File: src/rtl/sp_peer_pkg.sv
// Shared constants for the sp_peer serial-port far-end device.
package sp_peer_pkg;

    localparam int   BITS_PER_BYTE = 8;
    localparam logic LINE_IDLE     = 1'b1;

    localparam logic [1:0] T_IDLE = 2'd0;
    localparam logic [1:0] T_LOW  = 2'd1;
    localparam logic [1:0] T_HIGH = 2'd2;

endpackage

File: src/rtl/sp_peer_sync.sv
// Two-flop synchronizer; resets to the serial line idle level so no false CNT edge follows reset.
module sp_peer_sync
    import sp_peer_pkg::*;
(
    input  logic clk,
    input  logic reset,
    input  logic d_i,
    output logic q_o
);

    logic meta_q;
    logic sync_q;

    always_ff @(posedge clk or posedge reset) begin
        if (reset) begin
            meta_q <= LINE_IDLE;
            sync_q <= LINE_IDLE;
        end else begin
            meta_q <= d_i;
            sync_q <= meta_q;
        end
    end

    assign q_o = sync_q;

endmodule

File: src/rtl/sp_peer.sv
// Far-end peer for the CIA-style serial port: RX deserializer, TX serializer with CNT generation.
// Define SP_PEER_FLAG_EN to enable the flag_n pulse per received byte.
module sp_peer
    import sp_peer_pkg::*;
#(
    parameter int CNT_DIV     = 8,
    parameter int RX_TIMEOUT  = 1024,
    parameter int FLAG_CYCLES = 4
) (
    input  logic       clk,
    input  logic       reset,
    input  logic       cnt_out,
    input  logic       sp_out,
    output logic       cnt_in,
    output logic       sp_in,
    output logic       flag_n,
    input  logic [7:0] tx_data,
    input  logic       tx_valid,
    output logic       tx_ready,
    output logic [7:0] rx_data,
    output logic       rx_valid,
    output logic       rx_timeout
);

    localparam int DIV_W  = (CNT_DIV > 1) ? $clog2(CNT_DIV) : 1;
    localparam int IDLE_W = $clog2(RX_TIMEOUT + 1);

    logic cnt_s;
    logic sp_s;

    sp_peer_sync u_sync_cnt (.clk(clk), .reset(reset), .d_i(cnt_out), .q_o(cnt_s));
    sp_peer_sync u_sync_sp  (.clk(clk), .reset(reset), .d_i(sp_out),  .q_o(sp_s));

    logic              cnt_prev_q;
    logic              rise_q;
    logic              sp_dly_q;
    logic [7:0]        shift_q, shift_d;
    logic [2:0]        bitcnt_q, bitcnt_d;
    logic [IDLE_W-1:0] idle_q, idle_d;
    logic [7:0]        rx_data_q, rx_data_d;
    logic              rx_valid_q, rx_valid_d;
    logic              rx_timeout_q, rx_timeout_d;
    logic              byte_done;

    // The rise is registered together with SP so both stay aligned one cycle after the synchronizer.
    assign byte_done = rise_q && (bitcnt_q == 3'(BITS_PER_BYTE - 1));

    always_comb begin
        shift_d      = shift_q;
        bitcnt_d     = bitcnt_q;
        idle_d       = idle_q;
        rx_data_d    = rx_data_q;
        rx_valid_d   = 1'b0;
        rx_timeout_d = 1'b0;
        if (rise_q) begin
            shift_d  = {shift_q[6:0], sp_dly_q};
            bitcnt_d = bitcnt_q + 3'd1;
            idle_d   = '0;
            if (byte_done) begin
                rx_data_d  = {shift_q[6:0], sp_dly_q};
                rx_valid_d = 1'b1;
            end
        end else if (bitcnt_q != 3'd0) begin
            if (idle_q == IDLE_W'(RX_TIMEOUT)) begin
                bitcnt_d     = 3'd0;
                idle_d       = '0;
                rx_timeout_d = 1'b1;
            end else begin
                idle_d = idle_q + 1'b1;
            end
        end
    end

    always_ff @(posedge clk or posedge reset) begin
        if (reset) begin
            cnt_prev_q   <= LINE_IDLE;
            rise_q       <= 1'b0;
            sp_dly_q     <= LINE_IDLE;
            bitcnt_q     <= 3'd0;
            idle_q       <= '0;
            rx_data_q    <= 8'h00;
            rx_valid_q   <= 1'b0;
            rx_timeout_q <= 1'b0;
        end else begin
            cnt_prev_q   <= cnt_s;
            rise_q       <= cnt_s & ~cnt_prev_q;
            sp_dly_q     <= sp_s;
            bitcnt_q     <= bitcnt_d;
            idle_q       <= idle_d;
            rx_data_q    <= rx_data_d;
            rx_valid_q   <= rx_valid_d;
            rx_timeout_q <= rx_timeout_d;
        end
    end

    // Partial-byte contents are meaningless once bit count is cleared, so the shifter needs no reset.
    always_ff @(posedge clk) begin
        shift_q <= shift_d;
    end

    assign rx_data    = rx_data_q;
    assign rx_valid   = rx_valid_q;
    assign rx_timeout = rx_timeout_q;

    logic [1:0]       state_q, state_d;
    logic [2:0]       idx_q, idx_d;
    logic [2:0]       idx_dec;
    logic [DIV_W-1:0] div_q, div_d;
    logic [7:0]       data_q, data_d;
    logic             sp_q, sp_d;
    logic             div_last;

    assign idx_dec  = idx_q - 3'd1;
    assign div_last = (div_q == DIV_W'(CNT_DIV - 1));

    always_comb begin
        state_d = state_q;
        idx_d   = idx_q;
        div_d   = div_q;
        data_d  = data_q;
        sp_d    = sp_q;
        case (state_q)
            T_IDLE: begin
                if (tx_valid) begin
                    data_d  = tx_data;
                    idx_d   = 3'(BITS_PER_BYTE - 1);
                    div_d   = '0;
                    sp_d    = tx_data[7];
                    state_d = T_LOW;
                end
            end
            T_LOW: begin
                if (div_last) begin
                    div_d   = '0;
                    state_d = T_HIGH;
                end else begin
                    div_d = div_q + 1'b1;
                end
            end
            T_HIGH: begin
                if (div_last) begin
                    div_d = '0;
                    if (idx_q != 3'd0) begin
                        idx_d   = idx_dec;
                        sp_d    = data_q[idx_dec];
                        state_d = T_LOW;
                    end else begin
                        sp_d    = LINE_IDLE;
                        state_d = T_IDLE;
                    end
                end else begin
                    div_d = div_q + 1'b1;
                end
            end
            default: begin
                sp_d    = LINE_IDLE;
                state_d = T_IDLE;
            end
        endcase
    end

    always_ff @(posedge clk or posedge reset) begin
        if (reset) begin
            state_q <= T_IDLE;
            idx_q   <= 3'd0;
            div_q   <= '0;
            sp_q    <= LINE_IDLE;
        end else begin
            state_q <= state_d;
            idx_q   <= idx_d;
            div_q   <= div_d;
            sp_q    <= sp_d;
        end
    end

    always_ff @(posedge clk) begin
        data_q <= data_d;
    end

    assign cnt_in   = (state_q != T_LOW);
    assign sp_in    = sp_q;
    assign tx_ready = (state_q == T_IDLE);

`ifdef SP_PEER_FLAG_EN
    localparam int FLAG_W = $clog2(FLAG_CYCLES + 1);

    logic [FLAG_W-1:0] flag_cnt_q, flag_cnt_d;

    // Loaded on the same edge that raises rx_valid, so the low pulse lines up with it.
    always_comb begin
        flag_cnt_d = flag_cnt_q;
        if (byte_done) begin
            flag_cnt_d = FLAG_W'(FLAG_CYCLES);
        end else if (flag_cnt_q != '0) begin
            flag_cnt_d = flag_cnt_q - 1'b1;
        end
    end

    always_ff @(posedge clk or posedge reset) begin
        if (reset) begin
            flag_cnt_q <= '0;
        end else begin
            flag_cnt_q <= flag_cnt_d;
        end
    end

    assign flag_n = (flag_cnt_q == '0);
`else
    logic flag_cycles_unused;
    assign flag_cycles_unused = (FLAG_CYCLES > 0);
    assign flag_n             = 1'b1;
`endif

endmodule

File: config.mk
export PLATFORM = sky130hd
export DESIGN_NAME = sp_peer
export DESIGN_NICKNAME = d
export VERILOG_FILES = /design/src/rtl/sp_peer_pkg.sv /design/src/rtl/sp_peer_sync.sv /design/src/rtl/sp_peer.sv
export SDC_FILE = /design/constraint.sdc
export NUM_CORES = 1
export LEC_CHECK = 0
export CORE_UTILIZATION = 45
export CTS_CLUSTER_DIAMETER = 60
export DETAILED_ROUTE_END_ITERATION = 10
export PLACE_DENSITY = 0.65
export RECOVER_POWER = 50
export SLEW_MARGIN = 20
export SYNTH_ARGS = -nofsm -noshare
export SYNTH_HDL_FRONTEND = slang
export SYNTH_SLANG_ARGS = --single-unit
File: constraint.sdc
create_clock -name clk -period 3.14 [get_ports clk]
set_input_delay 0.314 -clock clk [delete_from_list [all_inputs] [get_ports clk]]
set_output_delay 0.314 -clock clk [all_outputs]
set_load 0.005 [all_outputs]
==> impl_metrics.json, run 1 <==
{
  "status": "complete, no violations",
  "fin_crit_sh": 0.652,
  "num_antenna_cells": 0,
  "synthCells": 203,
  "antenna_found_initial": 0,
  "path_class": "flop to output pin",
  "final_nets": 258,
  "clock.fmax_mhz": 489,
  "num_rows": 26,
  "dp_hpwl_mm": 2.51,
  "synth_seq_cells": 55,
  "start_util": 0.476,
  "cts_buffers": 5,
  "holdCritPathClass": "flop to flop",
  "ir_drop_mv": 0.341,
  "clock_sinks": 55,
  "synth_top_area_cell": "dfrtp_1",
  "grt.overflow.total": 0,
  "dr.pass1.iters": 4,
  "synth_area_leaders": "dfrtp_1, edfxtp_1, dfstp_2",
  "netlist-cell-type-count": 48,
  "period_needed_ns": 2.05,
  "grt_setup_unrepaired": "false",
  "arrival_ns": 1.73,
  "fin_area_um2": 2890,
  "crit_start": "state_q[0]",
  "async_flop_share": 0.727,
  "grt_pass1_vias": 1460,
  "clock_latency_ns": 0.31,
  "final_common_cell": "dfrtp_1",
  "cp.required_ns": 2.83,
  "synth_area_per_cell_um2": 12.2,
  "power.leakage_nw": 1.25,
  "gp_congestion": 0.821,
  "cts_resized": 0,
  "first_iter_violations": 92,
  "cp_slowest_stage_delay_ns": 0.57,
  "r2r-start": "rise_q",
  "clk_pin_slew_ns": 0.10,
  "grt_util_all_layers": 0.139,
  "vias": 1533,
  "slew_viol_final": 0,
  "tns_ns": 0,
  "skew_ns": 0.00595,
  "drive_above_1_share": 0.142,
  "holdWs_ns": 0.363,
  "routed_wl_mm": 3.60,
  "grt_pass1_wl_mm": 6.42,
  "synth_fp_nets": 229,
  "worstPathCellList": "inv_1, ha_1, clkdlybuf4s50_1",
  "timing.final.hold_violations": 0,
  "remaining_drc_errors": 0,
  "critPathCaptureType": "output pin",
  "startpoint_type": "flop",
  "drtAntennaViolNets": 0,
  "worstMarginPinSlew_ns": 0.601,
  "fin_ws_ns": 1.09,
  "grt_max_degree": 41,
  "max_cap_violations": 0,
  "p_per_area_nw_per_um2": 626,
  "cts.htree.levels": 2,
  "coreArea_um2": 5200,
  "viasPerCell": 5.06,
  "placed_area_um2": 2800,
  "dieHeight_um": 76.2,
  "syn_area_um2": 2480,
  "synth_warnings": 0,
  "hold_buffers": 0,
  "power.total_mw": 1.81,
  "io_pins": 27,
  "cts_setup_buffers": 0,
  "pre_cts_slack_ns": 1.34,
  "slew_headroom": 0.599,
  "holdCritStartpoint": "u_sync_sp.q_o",
  "ys_seq_area_frac": 0.589,
  "dieWidth_um": 76.2,
  "synth_flop_cell": "dfrtp_1",
  "most-common-layout-cells": "dfrtp_1, nand2_1, nor2_1",
  "cts_tree": "yes",
  "syn_to_final_growth_pct": 16.6,
  "clockBufferDepth": 2,
  "dieArea_um2": 5810,
  "setup_violations": 0,
  "cts-root-buf": "clkbuf_8",
  "synth_edf_count": 15,
  "cp_slowest_cell": "clkdlybuf4s50_1",
  "synth_top_area_share": 0.333,
  "wl_per_cell_um": 11.9,
  "port_buffers": 25,
  "cp_max_fo": 10
}
per-layer routing:
metal	track usage	up-vias	routed length [um]
met3	0.0359	4	122
met5	0	-	0
li1	-	760	-
met1	0.176	742	1680
met4	0.0462	0	48
met2	0.231	27	1750
where the power goes:
part	internal (mW)	total, mW	switching (mW)
Combinational	0.244	0.463	0.219
Sequential	0.860	0.942	0.0815
Clock	0.166	0.404	0.238
kinds of logic after synthesis:
group                      count (synthesis)  synth area share
and+or+nand+nor                           71             0.154
DFF                                       55             0.589
AOI/OAI and AO/OA                         28            0.0727
buffers and inverters                     16            0.0298
adders and majority gates                 13            0.0656
muxes                                     11            0.0586
xor gates and xnor gates                   8            0.0283
other                                      1           0.00151
path summary, 6_finish.rpt:
kind,slack (ns),end,cells past startpoint
worst max-delay path,1.09,tx_ready,3
worst min-delay path,0.36,sp_dly_q,0
worst max register to register,1.33,idle_q[9],4
worst min register to register,0.36,sp_dly_q,0
max in group asynchronous,2.22,sp_in,3
min in group asynchronous,0.56,rx_data[1],3
sequential cells by signal (all words and copies together) (netlist names), 2 cells and up:
| name | count |
|---|---|
| bitcnt_q | 3 |
| data_q | 8 |
| div_q | 3 |
| idle_q | 11 |
| idx_q | 3 |
| rx_data | 8 |
| shift_q | 7 |
| state_q | 2 |
worst max-delay path, delay by kind of cell (launching register included):
family	cells	cell delay (ns)
adder cells (fa/ha/maj)	1	0.35
buffers and inverters	2	0.66
flip-flops	1	0.42
metrics by stage:
step	std cells	util
5_1_grt	303	0.555
4_1_cts	303	0.555
3_5_place_dp	295	0.537
2_1_floorplan	203	-
3_3_place_gp	295	0.537
6_report	303	0.555
synth_stat cells (2+ instances only):
cell / n
nand2_1: 18
nor2b_1: 6
edfxtp_1: 15
dfrtp_1: 33
mux4_2: 2
nor2_1: 16
xor2_1: 2
ha_1: 13
nand4_1: 2
or3_1: 2
a31oi_1: 2
nor3_1: 4
nand3_1: 4
nor4b_1: 4
xnor2_1: 6
a21oi_1: 4
mux2_2: 8
o21ai_0: 10
inv_1: 12
nand2b_1: 4
o21ai_2: 2
dfstp_2: 7
buf_2: 2
layout make-up:
class                      instances  area, um^2
fill                             461        2310
sequential                        55        1460
multi-input combinational        132         945
timing repair buffer              26         258
tap                               70        87.6
clock buffer                       5        68.8
inverter                          12        45.0
clock inverter                     3        26.3
Power figures use the tool's default switching activity.
==> run 2, diff against run 1 <==
==> constraint.sdc (replaced) <==
create_clock -name clk -period 2.1 [get_ports clk]
set_input_delay 0.21 -clock clk [delete_from_list [all_inputs] [get_ports clk]]
set_output_delay 0.21 -clock clk [all_outputs]
set_load 0.005 [all_outputs]
==> impl_metrics.json, run 2 (same netlist as run 1, synthesis figures left out) <==
{
  "status": "complete, no violations",
  "hold_buffers": 0,
  "dp.cells": 297,
  "cts_tree": "yes",
  "ir_drop_mv": 0.417,
  "clock_sinks": 55,
  "critPathCaptureType": "output pin",
  "cp_max_fo": 10,
  "gp_congestion": 0.806,
  "clk_pin_slew_ns": 0.11,
  "holdCritPathClass": "flop to flop",
  "cts_setup_buffers": 0,
  "max_cap_violations": 0,
  "startpoint_type": "flop",
  "grt_pass1_vias": 1478,
  "clock.fmax_mhz": 512,
  "final_nets": 260,
  "power.leakage_nw": 1.26,
  "cp_slowest_cell": "clkdlybuf4s50_1",
  "clockBufferDepth": 2,
  "grt_max_degree": 41,
  "routed_wl_mm": 3.79,
  "arrival_ns": 1.74,
  "skew_ns": 0.00971,
  "antenna_found_initial": 0,
  "timing.final.hold_violations": 0,
  "dieWidth_um": 76.2,
  "cts_resized": 0,
  "dr.pass1.iters": 4,
  "first_iter_violations": 51,
  "cts.htree.levels": 2,
  "cp.required_ns": 1.89,
  "fillers": 457,
  "tns_ns": 0,
  "clock_latency_ns": 0.31,
  "cp_slowest_stage_delay_ns": 0.57,
  "path_buf_inv": 2,
  "dieArea_um2": 5810,
  "grt.overflow.total": 0,
  "setup_violations": 0,
  "remaining_drc_errors": 0,
  "slew_headroom": 0.366,
  "dieHeight_um": 76.2,
  "regToRegSetupSlack_ns": 0.30,
  "p_per_area_nw_per_um2": 941,
  "fin_crit_sh": 0.931,
  "finalNonFillerCells": 305,
  "worstMarginPinSlew_ns": 0.951,
  "syn_to_final_growth_pct": 17.4,
  "viasPerCell": 5.03,
  "drive_above_1_share": 0.149,
  "r2r_cells": 6,
  "slew_viol_final": 0,
  "worstPathCellList": "inv_1, ha_1, clkdlybuf4s50_1",
  "start_util": 0.476,
  "coreArea_um2": 5200,
  "crit_family": "buffers and inverters",
  "period_needed_ns": 1.95,
  "num_antenna_cells": 0,
  "cts-root-buf": "clkbuf_8",
  "io_pins": 27,
  "drtAntennaViolNets": 0,
  "cts_buffers": 5,
  "largest_reg_flops": 11,
  "wl_per_cell_um": 12.4,
  "top_register": "idle_q",
  "dp_hpwl_mm": 2.65,
  "hold_path_depth": 0,
  "grt_setup_unrepaired": "false",
  "grt_util_all_layers": 0.151,
  "num_rows": 26,
  "most-common-layout-cells": "dfrtp_1, nand2_1, nor2_1",
  "vias": 1535,
  "path_class": "flop to output pin",
  "cp.depth": 3,
  "grt_pass1_wl_mm": 6.88,
  "port_buffers": 25,
  "final_common_cell": "dfrtp_1"
}
run 2: worst paths after layout:
kind | startpoint | end
setup / recovery | state_q[0] | tx_ready
hold / removal | u_sync_sp.q_o | sp_dly_q
setup reg to reg | state_q[0] | idx_q[2]
hold reg to reg | u_sync_sp.q_o | sp_dly_q
max in group asynchronous | reset | state_q[1]
min in group asynchronous | reset | rx_data[0]
run 2: area by class of cell:
type,instances,area [um^2],share of cell area
multi-input combinational,132,945,0.325
timing repair buffer,28,270,0.0929
tap,70,87.6,0.0301
clock inverter,3,33.8,0.0116
inverter,12,45.0,0.0155
clock buffer,5,68.8,0.0236
sequential,55,1460,0.502
run 2: worst register-to-register path, delay by kind of cell (launching register included):
kind	cells	cell delay, ns
flip-flops	1	0.40
adder cells (fa/ha/maj)	1	0.32
AND/OR/NAND/NOR	3	0.83
AO/OA/AOI/OAI	1	0.10
buffers and inverters	1	0.07
run 2: routing by layer:
| layer | vias up | GRT usage | routed length, um |
|---|---|---|---|
| met5 | - | 0 | 0 |
| met3 | 8 | 0.0323 | 121 |
| li1 | 767 | - | - |
| met1 | 732 | 0.195 | 1860 |
| met2 | 28 | 0.242 | 1740 |
| met4 | 0 | 0.0731 | 71 |
run 2: report_power, final:
| part | total (mW) | switching, mW | internal (mW) | leakage (nW) |
|---|---|---|---|---|
| registers | 1.40 | 0.116 | 1.29 | 0.643 |
| logic | 0.716 | 0.343 | 0.373 | 0.563 |
| clock network | 0.621 | 0.370 | 0.251 | 0.0515 |
run 2: stage by stage:
stage                     worst slack, ns  instance area [um^2]  power, mW  hold slack (ns)  utilization
after floorplan                     0.495                  2480       1.87            0.214            -
after global placement              0.341                  2810       2.14            0.347        0.540
after detailed placement            0.324                  2810       2.15            0.350        0.540
after CTS                           0.144                  2910       2.78            0.281        0.560
after global routing               0.0729                  2910       2.96            0.369        0.559
final                               0.146                  2910       2.74            0.363        0.559
